--- src/rtl/uart_pkg.sv ---
// uart_pkg: receive-sequencer state encoding and the 3-sample majority vote.
package uart_pkg;

    typedef enum logic [2:0] {IDLE, START, DATA, PARITY, STOP} rx_state_t;

    function automatic logic maj3(input logic a, input logic b, input logic c);
        return (a & b) | (a & c) | (b & c);
    endfunction

endpackage

--- src/rtl/uart_rx_sync.sv ---
// uart_rx_sync: 2-flop synchroniser for rxd plus a delayed copy for falling-edge detect.
module uart_rx_sync (
    input  logic clk,
    input  logic rst_n,
    input  logic rxd_i,
    output logic rxd_s_o,
    output logic fall_o
);

    logic s1_q, s2_q, dly_q;

    // Reset to the idle-high line level so release never looks like a start edge.
    always_ff @(posedge clk or negedge rst_n)
        if (!rst_n) begin
            s1_q  <= 1'b1;
            s2_q  <= 1'b1;
            dly_q <= 1'b1;
        end else begin
            s1_q  <= rxd_i;
            s2_q  <= s1_q;
            dly_q <= s2_q;
        end

    assign rxd_s_o = s2_q;
    assign fall_o  = dly_q & ~s2_q;

endmodule

--- src/rtl/uart_rx_ctrl.sv ---
// uart_rx_ctrl: UART receive frame sequencer driving rx_clk_gen and assembling
// majority-voted bits into a byte with parity/frame error flags.
module uart_rx_ctrl
    import uart_pkg::*;
#(
    parameter int SAMP_POINT = 9,
    parameter int DATA_BITS  = 8,
    parameter int PARITY_EN  = 1,
    parameter int PARITY_ODD = 0
) (
    input  logic                 clk,
    input  logic                 rst_n,
    input  logic                 rxd,
    input  logic                 sample_tick,
    output logic                 rx_start,
    output logic                 rx_done,
    output logic [DATA_BITS-1:0] rx_data,
    output logic                 rx_valid,
    output logic                 parity_err,
    output logic                 frame_err,
    output logic                 busy
);

    localparam int M  = SAMP_POINT / 2;
    localparam int TW = $clog2(SAMP_POINT);
    localparam int BW = $clog2(DATA_BITS);
    localparam logic [TW-1:0] T_LO   = TW'(M - 1);
    localparam logic [TW-1:0] T_MID  = TW'(M);
    localparam logic [TW-1:0] T_HI   = TW'(M + 1);
    localparam logic [TW-1:0] T_LAST = TW'(SAMP_POINT - 1);
    localparam logic [BW-1:0] B_LAST = BW'(DATA_BITS - 1);
    localparam logic          ODD    = (PARITY_ODD != 0);

    rx_state_t             state_q;
    logic [TW-1:0]         tcnt_q;
    logic [BW-1:0]         bit_q;
    logic [DATA_BITS-1:0]  shd_q, rx_data_q;
    logic                  v0_q, v1_q, v2_q, perr_q;
    logic                  rx_start_q, rx_done_q, rx_valid_q, parity_err_q, frame_err_q, busy_q;
    logic                  rxd_s, fall, vote, at_last;

    uart_rx_sync u_sync (
        .clk     (clk),
        .rst_n   (rst_n),
        .rxd_i   (rxd),
        .rxd_s_o (rxd_s),
        .fall_o  (fall)
    );

    // The third sample is used live when the decision falls on the same tick (STOP, or SAMP_POINT = 3).
    assign vote    = maj3(v0_q, v1_q, tcnt_q == T_HI ? rxd_s : v2_q);
    assign at_last = sample_tick && tcnt_q == T_LAST;

    always_ff @(posedge clk or negedge rst_n)
        if (!rst_n) begin
            state_q      <= IDLE;
            tcnt_q       <= '0;
            bit_q        <= '0;
            shd_q        <= '0;
            rx_data_q    <= '0;
            {v0_q, v1_q, v2_q, perr_q} <= '0;
            {rx_start_q, rx_done_q, rx_valid_q, parity_err_q, frame_err_q, busy_q} <= '0;
        end else begin
            rx_start_q <= 1'b0;
            rx_done_q  <= 1'b0;
            rx_valid_q <= 1'b0;
            if (state_q != IDLE && sample_tick) begin
                tcnt_q <= tcnt_q == T_LAST ? '0 : tcnt_q + 1'b1;
                if (tcnt_q == T_LO)  v0_q <= rxd_s;
                if (tcnt_q == T_MID) v1_q <= rxd_s;
                if (tcnt_q == T_HI)  v2_q <= rxd_s;
            end
            case (state_q)
                IDLE: if (fall) begin
                    rx_start_q <= 1'b1;
                    busy_q     <= 1'b1;
                    tcnt_q     <= '0;
                    bit_q      <= '0;
                    perr_q     <= 1'b0;
                    state_q    <= START;
                end
                START: if (at_last) begin
                    if (vote) begin
                        rx_done_q <= 1'b1;
                        busy_q    <= 1'b0;
                        state_q   <= IDLE;
                    end else state_q <= DATA;
                end
                DATA: if (at_last) begin
                    shd_q <= {vote, shd_q[DATA_BITS-1:1]};
                    bit_q <= bit_q + 1'b1;
                    if (bit_q == B_LAST) state_q <= (PARITY_EN != 0) ? PARITY : STOP;
                end
                PARITY: if (at_last) begin
                    perr_q  <= ^shd_q ^ vote ^ ODD;
                    state_q <= STOP;
                end
                STOP: if (sample_tick && tcnt_q == T_HI) begin
                    rx_done_q    <= 1'b1;
                    rx_valid_q   <= 1'b1;
                    rx_data_q    <= shd_q;
                    parity_err_q <= perr_q;
                    frame_err_q  <= ~vote;
                    busy_q       <= 1'b0;
                    state_q      <= IDLE;
                end
            endcase
        end

    assign rx_start   = rx_start_q;
    assign rx_done    = rx_done_q;
    assign rx_data    = rx_data_q;
    assign rx_valid   = rx_valid_q;
    assign parity_err = parity_err_q;
    assign frame_err  = frame_err_q;
    assign busy       = busy_q;

endmodule

--- config.mk ---
export PLATFORM = sky130hd
export DESIGN_NAME = uart_rx_ctrl
export DESIGN_NICKNAME = d
export VERILOG_FILES = /design/src/rtl/uart_pkg.sv /design/src/rtl/uart_rx_sync.sv /design/src/rtl/uart_rx_ctrl.sv
export SDC_FILE = /design/constraint.sdc
export NUM_CORES = 1
export LEC_CHECK = 0
export BUFFER_PORTS_ARGS = -buffer_cell sky130_fd_sc_hd__clkbuf_2
export CAP_MARGIN = 20
export CORE_MARGIN = 4
export CORE_UTILIZATION = 40
export DETAILED_ROUTE_END_ITERATION = 8
export HOLD_SLACK_MARGIN = 0.12
export PLACE_DENSITY = 0.59
export SYNTH_ARGS = -nofsm -noshare
export SYNTH_HDL_FRONTEND = slang
export SYNTH_SLANG_ARGS = --single-unit
export TNS_END_PERCENT = 20
--- constraint.sdc ---
create_clock -name clk -period 2.1 [get_ports clk]
set_input_delay 0.42 -clock clk [delete_from_list [all_inputs] [get_ports clk]]
set_output_delay 0.42 -clock clk [all_outputs]
set_load 0.02 [all_outputs]
== Yosys cells after proc, flatten, opt, wreduce, memory -nomap -nowiden ==
Cells that the tools add are included.

* Reductions and logical operators: 18
* Mux-type cells: 31
* Bitwise operators: 9
* Add/sub/neg operators: 2
* Equality and inequality tests: 16

{| class="wikitable"
|+ Operators by type and width
! operator !! count
|-
| 3-bit 2-to-1 mux || 8
|-
| 4-bit 2-to-1 mux || 4
|-
| 3-bit one-hot mux with 5 select lines || 1
|-
| 2-bit != test, second input constant || 7
|-
| 1-bit 2-to-1 mux || 13
|-
| 4-bit by 3-bit == test with 1-bit output, second input constant || 2
|-
| 2-bit AND reduction || 4
|-
| 8-bit parity || 1
|-
| 7-bit AND reduction || 1
|-
| 3-bit by 2-bit == test with 1-bit output, second input constant || 2
|-
| 3-bit == test, second input constant || 2
|-
| 3-bit one-hot mux with 2 select lines || 1
|-
| 3-bit AND reduction || 2
|-
| 3-bit nonzero test || 2
|-
| 5-bit AND reduction || 1
|-
| 5-bit nonzero test || 1
|-
| 4-bit by 1-bit adder with 4-bit output, second input constant || 1
|-
| 1-bit bitwise AND || 4
|-
| 4-bit by 2-bit == test with 1-bit output, second input constant || 1
|-
| 4-bit == test, second input constant || 1
|-
| 1-bit one-hot mux with 2 select lines || 2
|-
| 2-bit nonzero test || 2
|-
| 3-bit by 1-bit adder with 3-bit output, second input constant || 1
|-
| 3-bit by 1-bit == test with 1-bit output, second input constant || 1
|-
| other kinds (7) || 11
|}

* Output and inout bits: 14
* Logic and storage cells: 94
* Input port bits: 4
* Register bits: 39

== Logic depth before layout (Yosys ltp) ==
* Depth after elaboration: 8
* Depth in mapped cells: 7
* Depth with buffers taken out: 7

== By module ==
Synthesis repeated with hierarchy kept, for this count alone.

* Cell total of the unflattened synthesis: 151
* Area, all modules: 1801.7 sq um

{| class="wikitable"
|+ By module, submodules not included
! module !! cells each !! seq. area each (sq um) !! area an instance (sq um) !! times used
|-
| uart_rx_ctrl || 147 || 900.9 || 1709.1 || 1
|-
| uart_rx_sync || 4 || 78.8 || 92.6 || 1
|}

== Least setup slack after synthesis ==
OpenSTA, ideal clock, no wires.

* Kind: register to register
* Start: register tcnt_q[0]
* End: register shd_q[3]
* Arrival: 1.776 ns
* Slack: 0.199 ns
* Clock period less this slack: 1.901 ns
* Library setup time: 0.125 ns
* Cell stages (with the launch flop): 7
* Data required time: 1.975 ns
* Path buffers: 1
* Cells stage by stage: dfrtp_1 -> inv_1 -> ha_1 -> nand4b_1 -> nor4b_2 -> buf_4 -> mux2_2

* Cells in the longest elaborated chain, start to end: 3

{| class="wikitable"
|+ Ends and longest elaborated chain
! what !! line !! RTL
|-
| from (decl) || uart_rx_ctrl.sv:35 || <nowiki>logic [TW-1:0] tcnt_q;</nowiki>
|-
| from (signal assigned) || uart_rx_ctrl.sv:68 || <nowiki>tcnt_q <= tcnt_q == T_LAST ? '0 : tcnt_q + 1'b1;</nowiki>
|-
| 4-bit == test || uart_rx_ctrl.sv:52 || <nowiki>assign at_last = sample_tick && tcnt_q == T_LAST;</nowiki>
|-
| 1-bit logical AND || uart_rx_ctrl.sv:52 ||
|-
| 2-bit AND reduction (no line) || n/a ||
|-
| to (signal assigned) || uart_rx_ctrl.sv:90 || <nowiki>shd_q <= {vote, shd_q[DATA_BITS-1:1]};</nowiki>
|-
| to (decl) || uart_rx_ctrl.sv:37 || <nowiki>logic [DATA_BITS-1:0] shd_q, rx_data_q;</nowiki>
|}

Every way passes these cells.
A chain may end at the register's enable or synchronous reset.

== Final worst setup path ==
* Start: register tcnt_q[0]
* End: register shd_q[7]

* Cells in the longest elaborated chain, start to end: 5
* Elaborated cells on any way between the ends: 9
* Those cells by class: eq/ne: 2; mux: 1; bitwise: 4; reduce/logical: 2

{| class="wikitable"
|+ Ends and longest elaborated chain
! what !! line !! RTL
|-
| 4-bit by 3-bit == test with 1-bit output || uart_rx_ctrl.sv:51 || <nowiki>assign vote = maj3(v0_q, v1_q, tcnt_q == T_HI ? rxd_s : v2_q);</nowiki>
|-
| 1-bit 2-to-1 mux || uart_rx_ctrl.sv:51 ||
|-
| 1-bit bitwise AND || uart_pkg.sv:7 || <nowiki>return (a & b) | (a & c) | (b & c);</nowiki>
|-
| 1-bit OR (2 in a row) || uart_pkg.sv:7 ||
|}

Parallel ways exist; a longest one is shown, timed or not.

==> results_dict.tcl <==
set metrics [dict create \
    portion_of_total_power_attributed_to_sequential_cells_pct 51.1 \
    syn-cell-area_um2 1782 \
    worstSetupStartpointType "register" \
    grt_use_total_pct 12.73 \
    setup_ws_ps 165.3 \
    layout_common_cells "36 x sky130_fd_sc_hd__dfrtp_1, 19 x sky130_fd_sc_hd__mux2_2, 17 x sky130_fd_sc_hd__clkbuf_2" \
    most_common_cell_after_layout_fill_and_taps_aside "sky130_fd_sc_hd__dfrtp_1" \
    worst_rel_slew_slack_pct 59.15 \
    clock_insertion_delay_worst_skew_ps 290 \
    synth.top_cell.area_share_pct 50.56 \
    via_count_of_the_first_global_routing_pass 1109 \
    critical_path.most_common_cell "sky130_fd_sc_hd__mux2_4" \
    tightestPinTransition_ps 607.5 \
    power.clock.fraction_pct 23.8 \
    startpoint "tcnt_q[0]" \
    layout.nets 181 \
    required_ps 2280 \
    power_density_nw_per_um2 987.7 \
    io_pins 18 \
    drt.antenna.violating_nets 0 \
    power.leakage_nw 0.9856 \
    p_switching_mw 0.6585 \
    dp_hpwl_um 2208 \
    run_status "finished, final reports clean" \
    setup-tns-final_ps 0 \
    critPathTopFamily "adder cells" \
    vdd_ir_drop_max_v 0.0003998 \
    fmaxAchievable_mhz 516.9 \
    critical_path.n_buffers_inverters 0 \
    yosysWarningCount 0 \
    antennaDiodeCount 0 \
    timing.final.max_slew_violations 0 \
    die_w_um 74.74 \
    synth_sequential_area_ratio_pct 54.99 \
    drt-total-wl_um 3039 \
    route.detailed.vias_per_inst 5.102 \
    post_synth_edffs 0 \
    fp.dieH_um 74.74 \
    wl_met1_um 1411 \
    post-route-drc-count 0 \
    detailed_routing_iteration_count_for_the_pre_antenna_repair_pass 4 \
    highest-signal-layer "met4" \
    floorplan.die_area_um2 5586 \
    cts.sinks 39 \
    crit_type "register to register" \
    cts_post_setup_buffers_inserted 0 \
    netlist_top_cells_area "sky130_fd_sc_hd__dfrtp_1 51%, sky130_fd_sc_hd__mux2_2 12%, sky130_fd_sc_hd__dfstp_2 4.4%" \
    cap_viol_max_count 0 \
    num_rows 24 \
    met2WireLength_um 1453 \
    core_region_area_um2 4324 \
    timing.critical_path.cells "ha_1 -> and3b_2 -> mux2_4 -> maj3_2 -> mux2_4" \
    final-setup-viol-count 0 \
    clk_transition_reported_paths_ps 80 \
    power.internal_mw 1.358 \
    wire_length_of_the_first_global_routing_pass_um 5271 \
    data_arrival_critical_path_ps 2120 \
    drt-initial-drc-count 59 \
    antenna_found_initial 0 \
    layout-drive-gt1-share_pct 32.95 \
    grt_overflow_total 0 \
    routed-wl-met3_um 117 \
    dpl_worst_slack_ps 126.8 \
    ys_seq_elements 39 \
    htree_num_levels 2 \
    share_comb_of_total_power_pct 25.0 \
    place_congestion 0.7681 \
    cts_root_buf "sky130_fd_sc_hd__clkbuf_8" \
    swShare_pct 32.65 \
    number_of_i_o_port_buffers 17 \
    filler_cell_count 418 \
    critical-path-max-stage-delay_ps 430 \
    detailroute.via_count 1148 \
    syn-mean-instance-area_um2 11.96 \
    timing.critical_path.to_type "register" \
    crit_fanout 6 \
    dominantRegCellSynth "sky130_fd_sc_hd__dfrtp_1" \
    critical_path.slowest_cell "sky130_fd_sc_hd__dfrtp_1" \
    clock_tree.buffer_depth 2 \
    min_period_ps 1935 \
    average_wire_per_cell_in_the_routed_design_um 13.51 \
    tritoncts "done" \
    regToRegStartpoint "tcnt_q[0]" \
    hp-class "primary input to register" \
    hold_violations 0 \
    initial_core_util_pct 41.20 \
    synth.lib_cells_used.distinct 37 \
    min_from "rxd" \
    area_growth_syn_to_layout_pct 14.61 \
    grt_start_max_net_pins 21 \
    syn-instance-count 149 \
    tritoncts.num_buffers 5 \
    synthesis.nets 158 \
    rsz0062_at_grt "false" \
    final_min_period_over_clock_period_pct 92.13 \
    fin_skew_ps 9.931 \
    asyncSetResetFlopFracSynth_pct 100.0 \
    synth_top_cell_by_area "sky130_fd_sc_hd__dfrtp_1" \
]
[worst reg2reg max path, cell delays in order (launching register included)]
cell and delay (ps):
sky130_fd_sc_hd__dfrtp_1 430, sky130_fd_sc_hd__ha_1 210, sky130_fd_sc_hd__and3b_2 240, sky130_fd_sc_hd__mux2_4 300
sky130_fd_sc_hd__maj3_2 370, sky130_fd_sc_hd__mux2_4 270
[metrics by stage]
step                      hold slack [ps]  power [mW]  cell area [µm²]  utilization [%]  cells
after CTS                           195.5       2.046             2041            47.19    225
after floorplan                     124.4       1.420             1782                -    149
after global placement              347.3       1.522             1946            44.99    216
final                               212.7       2.017             2042            47.22    225
after detailed placement            348.4       1.552             1946            44.99    216
after global routing                195.8       2.174             2042            47.22    225
[logic make-up (layout without fill, tap and decap cells)]
kind of cell / count (synthesis) / count (layout) / share of synthesized area (%)
xor gates and xnor gates: 8 / 8 / 3.933
buffers and inverters: 10 / 34 / 2.458
muxes: 22 / 22 / 14.26
AOI/OAI and AO/OA: 23 / 23 / 7.866
and+or+nand+nor: 41 / 41 / 12.36
DFF: 39 / 39 / 54.99
adders and majority gates: 6 / 6 / 4.143
[synth_stat cells, types with 2 or more instances]
master and instances:
sky130_fd_sc_hd__nand2_1 13, sky130_fd_sc_hd__nor3_1 3, sky130_fd_sc_hd__nor2_1 9, sky130_fd_sc_hd__buf_2 2, sky130_fd_sc_hd__nand3_1 3, sky130_fd_sc_hd__o21ai_0 8, sky130_fd_sc_hd__mux2_2 19, sky130_fd_sc_hd__nor3b_1 2
sky130_fd_sc_hd__dfstp_2 3, sky130_fd_sc_hd__and2_1 2, sky130_fd_sc_hd__xnor2_1 7, sky130_fd_sc_hd__clkbuf_1 3, sky130_fd_sc_hd__nand4b_1 2, sky130_fd_sc_hd__ha_1 5, sky130_fd_sc_hd__inv_1 4, sky130_fd_sc_hd__mux2_4 2
sky130_fd_sc_hd__a21oi_1 7, sky130_fd_sc_hd__dfrtp_1 36
[layout make-up]
type / count / area [µm²] / area share, %
Sequential cell: 39 / 979.7 / 47.98
Timing Repair Buffer: 22 / 137.6 / 6.740
Clock buffer: 6 / 72.57 / 3.554
Inverter: 4 / 15.01 / 0.7353
Tap cell: 52 / 65.06 / 3.186
Clock inverter: 2 / 12.51 / 0.6127
Multi-Input combinational cell: 100 / 759.5 / 37.19
[layer usage]
metal	up-vias	global-route usage (%)
li1	565	-
met1	560	16.12
met2	16	19.90
met3	7	4.005
met4	0	5.929
met5	-	0
[registers in the layout (all words and copies together), names as in the netlist, 3 cells and up]
signal and cells:
bit_q 3, rx_data 8, shd_q 8, state_q 3
tcnt_q 4
[power by group through the flow]
stage	Combinational (mW)	Sequential, mW	Clock, mW
3_3_place_gp	0.485	1.04	0
2_1_floorplan	0.438	0.982	0
4_1_cts	0.511	1.03	0.506
3_5_place_dp	0.508	1.04	0
6_report	0.505	1.03	0.481
5_1_grt	0.587	1.06	0.532
[what timing repair did]
item | 4_1_cts | 5_1_grt
setup endpoints to repair | 0 | 1
endpoints found under the hold margin | 16 | 0
resized for setup | 0 | 1
hold buffers | 1 | 0
[worst paths after layout]
path | end | slack (ps) | cells after the start
max | shd_q[7] | 170 | 5
min | u_sync.s1_q | 210 | 1
max reg2reg | shd_q[7] | 170 | 5
min reg2reg | u_sync.rxd_s_o | 360 | 0
max in group asynchronous | state_q[0] | 960 | 3
min in group asynchronous | shd_q[0] | 650 | 2
(Power assumes the default switching activity.)
